`src/rtl/multi_channel_pooling_layer.sv`:
```
// multi_channel_pooling_layer
// Streaming N x N max/average pooling over Channels feature maps processed in
// lock-step. Pixels arrive in raster order with ready/valid on both sides.
// One accumulator per channel per output column is reused for every window row.
// A single output register holds each pooled pixel until the consumer takes it.

module multi_channel_pooling_layer #(
  parameter int BitSize     = 16,
  parameter int ImageWidth  = 8,
  parameter int ImageHeight = 8,
  parameter int Channels    = 4,
  parameter int N           = 2,
  parameter int Stride      = 2,
  parameter int Mode        = 0,   // 0 = max, 1 = average
  parameter int Signed      = 1    // 1 = two's complement samples
) (
  input  logic                               clk,
  input  logic                               res,
  input  logic                               in_valid,
  output logic                               in_ready,
  input  logic [Channels-1:0][BitSize-1:0]   in_data,
  output logic                               out_valid,
  input  logic                               out_ready,
  output logic [Channels-1:0][BitSize-1:0]   out_data,
  output logic                               out_last,
  output logic                               frame_done
);

  // Output grid and arithmetic widths.
  localparam int OUT_W  = (ImageWidth  - N) / Stride + 1;
  localparam int OUT_H  = (ImageHeight - N) / Stride + 1;
  localparam int LOG2N  = $clog2(N);
  localparam int SHIFT  = 2 * LOG2N;
  localparam int SUM_W  = BitSize + SHIFT;

  // Counter widths (at least one bit each).
  localparam int COL_W  = (ImageWidth  > 1) ? $clog2(ImageWidth)  : 1;
  localparam int ROW_W  = (ImageHeight > 1) ? $clog2(ImageHeight) : 1;
  localparam int OFF_W  = (Stride > 1) ? $clog2(Stride) : 1;
  localparam int CIDX_N = (ImageWidth  - 1) / Stride + 1;
  localparam int RIDX_N = (ImageHeight - 1) / Stride + 1;
  localparam int CIDX_W = (CIDX_N > 1) ? $clog2(CIDX_N) : 1;
  localparam int RIDX_W = (RIDX_N > 1) ? $clog2(RIDX_N) : 1;
  localparam int ACC_AW = (OUT_W > 1) ? $clog2(OUT_W) : 1;

  // Width-matched comparison constants.
  localparam logic [COL_W-1:0]  COL_LAST     = COL_W'(ImageWidth - 1);
  localparam logic [ROW_W-1:0]  ROW_LAST     = ROW_W'(ImageHeight - 1);
  localparam logic [OFF_W-1:0]  OFF_LAST     = OFF_W'(Stride - 1);
  localparam logic [OFF_W-1:0]  WIN_LAST     = OFF_W'(N - 1);
  localparam logic [CIDX_W-1:0] OUT_COL_LAST = CIDX_W'(OUT_W - 1);
  localparam logic [RIDX_W-1:0] OUT_ROW_LAST = RIDX_W'(OUT_H - 1);

  // Raster position: absolute col/row plus position inside the stride (off)
  // and stride-block index (idx), kept as counters to avoid dividers.
  logic [COL_W-1:0]  col;
  logic [ROW_W-1:0]  row;
  logic [OFF_W-1:0]  col_off, row_off;
  logic [CIDX_W-1:0] col_idx;
  logic [RIDX_W-1:0] row_idx;

  logic [SUM_W-1:0] acc [OUT_W][Channels];

  logic [SUM_W-1:0] ext_val  [Channels];
  logic [SUM_W-1:0] cur_val  [Channels];
  logic [SUM_W-1:0] comb_val [Channels];
  logic [SUM_W-1:0] avg_val  [Channels];
  logic [Channels-1:0][BitSize-1:0] pooled;

  logic              accept;
  logic              in_window;
  logic              win_first;
  logic              win_last;
  logic              frame_end;
  logic              final_window;
  logic [ACC_AW-1:0] acc_idx;

  assign in_ready     = !out_valid || out_ready;
  assign accept       = in_valid && in_ready;
  assign in_window    = (row_off <= WIN_LAST) && (col_off <= WIN_LAST) &&
                        (row_idx <= OUT_ROW_LAST) && (col_idx <= OUT_COL_LAST);
  assign win_first    = (row_off == '0) && (col_off == '0);
  assign win_last     = (row_off == WIN_LAST) && (col_off == WIN_LAST);
  assign frame_end    = (col == COL_LAST) && (row == ROW_LAST);
  assign final_window = (row_idx == OUT_ROW_LAST) && (col_idx == OUT_COL_LAST);
  assign acc_idx      = col_idx[ACC_AW-1:0];

  // Per-channel combine of the incoming sample with the running accumulator.
  always_comb begin
    for (int ch = 0; ch < Channels; ch++) begin
      // NOTE: every always_comb output gets a value on every path here, so no
      // latch can be inferred even when the window logic is not active.
      if (Signed != 0) ext_val[ch] = SUM_W'($signed(in_data[ch]));
      else             ext_val[ch] = SUM_W'(in_data[ch]);
      cur_val[ch] = acc[acc_idx][ch];

      if (win_first) begin
        comb_val[ch] = ext_val[ch];
      end else if (Mode == 1) begin
        comb_val[ch] = cur_val[ch] + ext_val[ch];
      end else if (Signed != 0) begin
        comb_val[ch] = ($signed(ext_val[ch]) > $signed(cur_val[ch])) ? ext_val[ch] : cur_val[ch];
      end else begin
        comb_val[ch] = (ext_val[ch] > cur_val[ch]) ? ext_val[ch] : cur_val[ch];
      end

      // Arithmetic shift floors toward -inf for signed sums.
      if (Signed != 0) avg_val[ch] = SUM_W'($signed(comb_val[ch]) >>> SHIFT);
      else             avg_val[ch] = comb_val[ch] >> SHIFT;

      pooled[ch] = (Mode == 1) ? BitSize'(avg_val[ch]) : BitSize'(comb_val[ch]);
    end
  end

  // Raster counters, accumulators, output register and frame-end pulse.
  always_ff @(posedge clk) begin
    // NOTE: all sequential state uses non-blocking assignment so every register
    // samples pre-edge values regardless of statement order.
    if (res) begin
      col        <= '0;
      row        <= '0;
      col_off    <= '0;
      row_off    <= '0;
      col_idx    <= '0;
      row_idx    <= '0;
      out_valid  <= 1'b0;
      out_data   <= '0;
      out_last   <= 1'b0;
      frame_done <= 1'b0;
      // NOTE: the accumulator array is only OUT_W x Channels registers, so it
      // is cleared in reset; the first window element overwrites it anyway.
      for (int i = 0; i < OUT_W; i++) begin
        for (int ch = 0; ch < Channels; ch++) begin
          acc[i][ch] <= '0;
        end
      end
    end else begin
      frame_done <= accept && frame_end;

      if (out_valid && out_ready) out_valid <= 1'b0;

      if (accept) begin
        if (in_window) begin
          for (int ch = 0; ch < Channels; ch++) begin
            acc[acc_idx][ch] <= comb_val[ch];
          end
          if (win_last) begin
            out_valid <= 1'b1;
            out_data  <= pooled;
            out_last  <= final_window;
          end
        end

        if (col == COL_LAST) begin
          col     <= '0;
          col_off <= '0;
          col_idx <= '0;
          if (row == ROW_LAST) begin
            row     <= '0;
            row_off <= '0;
            row_idx <= '0;
          end else begin
            row <= row + 1'b1;
            if (row_off == OFF_LAST) begin
              row_off <= '0;
              row_idx <= row_idx + 1'b1;
            end else begin
              row_off <= row_off + 1'b1;
            end
          end
        end else begin
          col <= col + 1'b1;
          if (col_off == OFF_LAST) begin
            col_off <= '0;
            col_idx <= col_idx + 1'b1;
          end else begin
            col_off <= col_off + 1'b1;
          end
        end
      end
    end
  end

endmodule

```
`config.mk`:
```
export PLATFORM = sky130hd
export DESIGN_NAME = multi_channel_pooling_layer
export DESIGN_NICKNAME = d
export VERILOG_FILES = /design/src/rtl/multi_channel_pooling_layer.sv
export SDC_FILE = /design/constraint.sdc
export NUM_CORES = 1
export LEC_CHECK = 0
export CAP_MARGIN = 10
export CELL_PAD_IN_SITES_DETAIL_PLACEMENT = 1
export CELL_PAD_IN_SITES_GLOBAL_PLACEMENT = 1
export CORE_MARGIN = 3
export CORE_UTILIZATION = 50
export CTS_BUF_LIST = sky130_fd_sc_hd__clkbuf_4 sky130_fd_sc_hd__clkbuf_8
export DETAILED_ROUTE_END_ITERATION = 7
export PLACE_DENSITY = 0.87
export SETUP_SLACK_MARGIN = 0.05
export SLEW_MARGIN = 30
export SYNTH_ARGS = -nofsm -noshare
export SYNTH_HDL_FRONTEND = slang
export SYNTH_SLANG_ARGS = --single-unit
```
`constraint.sdc`:
```
create_clock -name clk -period 5.02 [get_ports clk]
set_input_delay 1.506 -clock clk [delete_from_list [all_inputs] [get_ports clk]]
set_output_delay 1.506 -clock clk [all_outputs]
set_load 0.005 [all_outputs]
```
==> flow_summary_export.csv <==
group,metric,value,unit
run_status,result_of_the_run,"complete, no violations",
synthesis,synth_area_leaders,"sky130_fd_sc_hd__edfxtp_1, sky130_fd_sc_hd__dfxtp_1, sky130_fd_sc_hd__mux4_2, sky130_fd_sc_hd__nor2_1, sky130_fd_sc_hd__ha_1",
power,clkPwrFrac,38.1,%
timing,clock.fmax,0.2326,GHz
synthesis,synth_simple_gate_area_share,10.64,%
detailed_routing,drc,0,
worst_setup_path,slowest_stage,"sky130_fd_sc_hd__or4_1",
power,vdd_drop_max,172.8,uV
worst_setup_path,timing.critical_path.slowest_cell_delay,0.58,ns
clocking,clkTransAtPathRegs,0.07,ns
clocking,cts_hold_fix_bufs,0,
synthesis,dominant_combinational_cell_family_by_area_after_synthesis,"multiplexers",
worst_setup_path,timing.critical_path.cells,"clkdlybuf4s50_1 > ha_1 > nand4_1 > or4_1 > o21ai_1 > o21ai_1 > nor3b_4 > buf_12 > mux2i_1 > nor2_1",
worst_setup_path,timing.critical_path.required,5.34,ns
detailed_routing,drt-total-wl,45260,microns
clocking,insertion_delay,0.61,ns
worst_setup_path,crit_fanout,12,
synthesis,synth_cells,1349,
synthesis,area_fraction_in_compound_gates_after_synthesis,5.918,%
global_routing,grt.overflow.total,0,
hold_path,hold-path-endpoint,"col[1]",
placement,port_buffers,135,
detailed_routing,detail_route.vias_per_cell,5.835,
synthesis,synth-adder-area-share,5.918,%
global_routing,maximum_number_of_pins_on_one_net_before_global_route_repair,87,
synthesis,synth-edff-count,288,
synthesis,post_synthesis_cell_area,17130,sq um
timing,slew_violations,0,
floorplan,dieHeight,191.1,microns
layout,num_antenna_cells,0,
worst_setup_path,crit_family,"simple AND/OR/NAND/NOR gates",
synthesis,post_synth_mux_area_share,13.85,%
global_routing,grt_pass1_vias,13050,
placement,dp_hpwl,27420,microns
synthesis,synth_top_area_share,50.50,%
synthesis,synth_top_flop_cell,"sky130_fd_sc_hd__edfxtp_1",
timing,worstMarginPinSlew,0.8130,ns
layout,stdcell_count,1992,
worst_setup_path,worst_setup_start_kind,"input pin",
clocking,post_cts.repair.setup_buffers,0,
timing,timing.slew.headroom,45.80,%
worst_setup_path,r2r_slack,0.77,ns
worst_setup_path,timing.critical_path.mode_cell,"sky130_fd_sc_hd__o21ai_1",
power,power_leakage,7.351,nW
floorplan,floorplan.initialDensity,50.94,%
floorplan,chipWidth,191.1,microns
worst_setup_path,reg2reg_to,"acc[2][54]",
synthesis,postSynthRegisterBits,369,
synthesis,mappedNetlistNets,1498,
placement,place_congestion,0.7370,
layout,fin_nets,1646,
timing,rsz0062_at_grt,"no",
timing,final.min_clock_period,4.299,ns
layout,syn2layout_area_growth,18.65,%
synthesis,ys_warn_count,0,
detailed_routing,detailroute.via_count,11620,
synthesis,synth_xor_area_share,0,%
job,max_capacitance_violation_count,0,
worst_setup_path,setup.worst_path.class,"in2reg",
clocking,tritoncts.num_buffers,59,
worst_setup_path,worst-path-buf-inv,2,
synthesis,syn-mean-instance-area,12.69,sq um
synthesis,netlist-cell-type-count,47,
timing,setup_viol,0,
placement,place_inst,1884,
power,p_sw_share,24.62,%
clocking,clockRootBuffer,"sky130_fd_sc_hd__clkbuf_8",
detailed_routing,antenna_violating_nets_post_route,0,
global_routing,aggregate_global_route_resource_usage,25.31,%
synthesis,synth-seq-area-share,59.97,%
timing,clock-skew-final,0.01964,ns
timing,final-hold-violation-count,0,
power,p_per_area,337.6,nW/um^2
synthesis,synthDominantAreaCellType,"sky130_fd_sc_hd__edfxtp_1",
timing,share_of_the_clock_period_used_by_the_worst_path,85.64,%
hold_path,hold_path_depth,2,
clocking,cts_num_sinks,369,
global_routing,antenna_found_initial,0,
synthesis,asyncSetResetFlopFracSynth,0,%
worst_setup_path,r2r_cell_count,12,
global_routing,grt_first_pass_wirelength,71270,microns
power,cell_internal_pwr,5.171,mW
floorplan,core.rowCount,67,
worst_setup_path,crit_path_end_kind,"flop",
clocking,clock_tree_from_tritoncts,"done",
hold_path,hold_path_class,"reg2reg",
layout,final_layout_size_suffix_gt1_share,15.22,%
hold_path,min-delay-start,"col[1]",
detailed_routing,drt-wirelength-per-cell,22.72,microns
power,share_seq_of_total_power,50.4,%
clocking,ctsLongestPathBuffers,3,
floorplan,io_pins,136,
timing,setup_tns,0,ns
floorplan,floorplan.core_area,33620,sq um
floorplan,dieArea,36510,sq um
clocking,cts.repair.resized,0,
worst_setup_path,data_arrival_time_of_the_worst_path,4.62,ns
detailed_routing,first_iter_violations,858,
power,report.power.total,6.860,mW
clocking,ctsHtreeMaxLevel,2,
detailed_routing,dr.pass1.iters,6,
power,power.net_switching,1.689,mW
power,p_comb_share,11.5,%
sequential cells by signal, indices dropped and copies added (netlist names), named ones only:
name and flops:
out_last 1, col_off 1, row_off 1, frame_done 1, out_data 64, out_valid 1
row_idx 2, col 3, acc_idx 2, row 3, acc 288
area by class of cell:
| class | instances | area, sq um |
|---|---|---|
| fillers | 3307 | 13300 |
| flip-flops and latches | 369 | 10280 |
| multi-input cells | 821 | 6300 |
| repair buffers | 166 | 1684 |
| clock buffers | 90 | 1095 |
| well taps | 448 | 560.5 |
| inverters | 80 | 300.3 |
| clock inverters | 18 | 102.6 |
worst max path at each step:
stage                       endpoint   startpoint  cells past startpoint
after CTS                 acc[1][24]         flop                     13
after global placement    acc[0][36]  in_data[31]                     10
final                     acc[3][40]  in_data[31]                     10
after global routing      acc[2][32]         flop                     13
after floorplan            acc[0][0]    out_ready                      5
after detailed placement  acc[2][39]  in_data[31]                     10
synth_stat cells, types with 3 or more instances:
cell,count
sky130_fd_sc_hd__a211oi_1,56
sky130_fd_sc_hd__a211oi_2,8
sky130_fd_sc_hd__a21o_1,6
sky130_fd_sc_hd__a21oi_1,42
sky130_fd_sc_hd__a22oi_1,3
sky130_fd_sc_hd__a31oi_1,3
sky130_fd_sc_hd__a41o_1,3
sky130_fd_sc_hd__buf_1,6
sky130_fd_sc_hd__buf_2,3
sky130_fd_sc_hd__buf_4,4
sky130_fd_sc_hd__clkbuf_1,64
sky130_fd_sc_hd__dfxtp_1,81
sky130_fd_sc_hd__edfxtp_1,288
sky130_fd_sc_hd__ha_1,81
sky130_fd_sc_hd__inv_1,80
sky130_fd_sc_hd__mux2i_1,64
sky130_fd_sc_hd__mux2i_2,8
sky130_fd_sc_hd__mux4_2,72
sky130_fd_sc_hd__nand2_1,27
sky130_fd_sc_hd__nand2b_1,5
sky130_fd_sc_hd__nand3_1,5
sky130_fd_sc_hd__nand4_1,15
sky130_fd_sc_hd__nor2_1,365
sky130_fd_sc_hd__nor2b_1,5
sky130_fd_sc_hd__nor3_1,11
sky130_fd_sc_hd__o21ai_0,15
sky130_fd_sc_hd__o21ai_1,3
cell usage in the layout, fill, tap and decap left out, types with 6 or more instances in the layout:
master / n
sky130_fd_sc_hd__nand2_1: 23
sky130_fd_sc_hd__a211oi_2: 8
sky130_fd_sc_hd__clkdlybuf4s50_1: 134
sky130_fd_sc_hd__nand4_1: 15
sky130_fd_sc_hd__o21ai_0: 15
sky130_fd_sc_hd__a211oi_1: 56
sky130_fd_sc_hd__nor3_1: 10
sky130_fd_sc_hd__buf_4: 21
sky130_fd_sc_hd__edfxtp_1: 288
sky130_fd_sc_hd__ha_1: 81
sky130_fd_sc_hd__clkinv_2: 7
sky130_fd_sc_hd__a21oi_1: 42
sky130_fd_sc_hd__buf_12: 7
sky130_fd_sc_hd__mux2i_2: 8
sky130_fd_sc_hd__mux2i_1: 64
sky130_fd_sc_hd__nor2_1: 365
sky130_fd_sc_hd__clkinv_1: 10
sky130_fd_sc_hd__clkbuf_8: 67
sky130_fd_sc_hd__mux4_2: 72
sky130_fd_sc_hd__clkbuf_4: 23
sky130_fd_sc_hd__a21o_1: 6
sky130_fd_sc_hd__inv_1: 80
sky130_fd_sc_hd__dfxtp_1: 79
power by group through the flow:
stage / logic [mW] / registers (mW) / clock network [mW]
floorplan: 0.508 / 3.50 / 0
global placement: 0.737 / 3.51 / 0
detailed placement: 0.782 / 3.52 / 0
CTS: 0.798 / 3.46 / 2.66
global route: 0.868 / 3.47 / 2.81
finish: 0.791 / 3.46 / 2.61
cells by family (layout without fill, tap and decap cells):
kind of cell | count (synthesis) | count (layout)
buf+inv | 159 | 354
simple gates | 448 | 448
compound gates | 148 | 148
fa+ha+maj | 81 | 81
flops | 369 | 369
mux | 144 | 144
through the flow:
step                area (sq um)  hold WS (ns)  setup slack [ns]  utilization [%]
floorplan                  17130        0.4400            0.6756                -
CTS                        20300        0.4641            0.7117            60.40
finish                     20320        0.4645            0.7209            60.45
detailed placement         19110        0.4555            0.1359            56.84
global route               20320        0.4975            0.4208            60.45
global placement           19110        0.4448            0.3285            56.84
tightest hold or removal path, cell delays in order, from the launching register on:
cell                      delay (ns)
sky130_fd_sc_hd__dfxtp_1        0.31
sky130_fd_sc_hd__nand2_1        0.05
sky130_fd_sc_hd__a21oi_1        0.05
routing by layer:
layer | up-vias | GRT usage (%) | wire (microns)
met4 | 0 | 8.891 | 1281
met2 | 410 | 44.82 | 23170
met3 | 106 | 4.493 | 3162
met1 | 5898 | 31.33 | 17650
li1 | 5210 | - | -
met5 | - | 0 | 0
(Power assumes the default switching activity.)
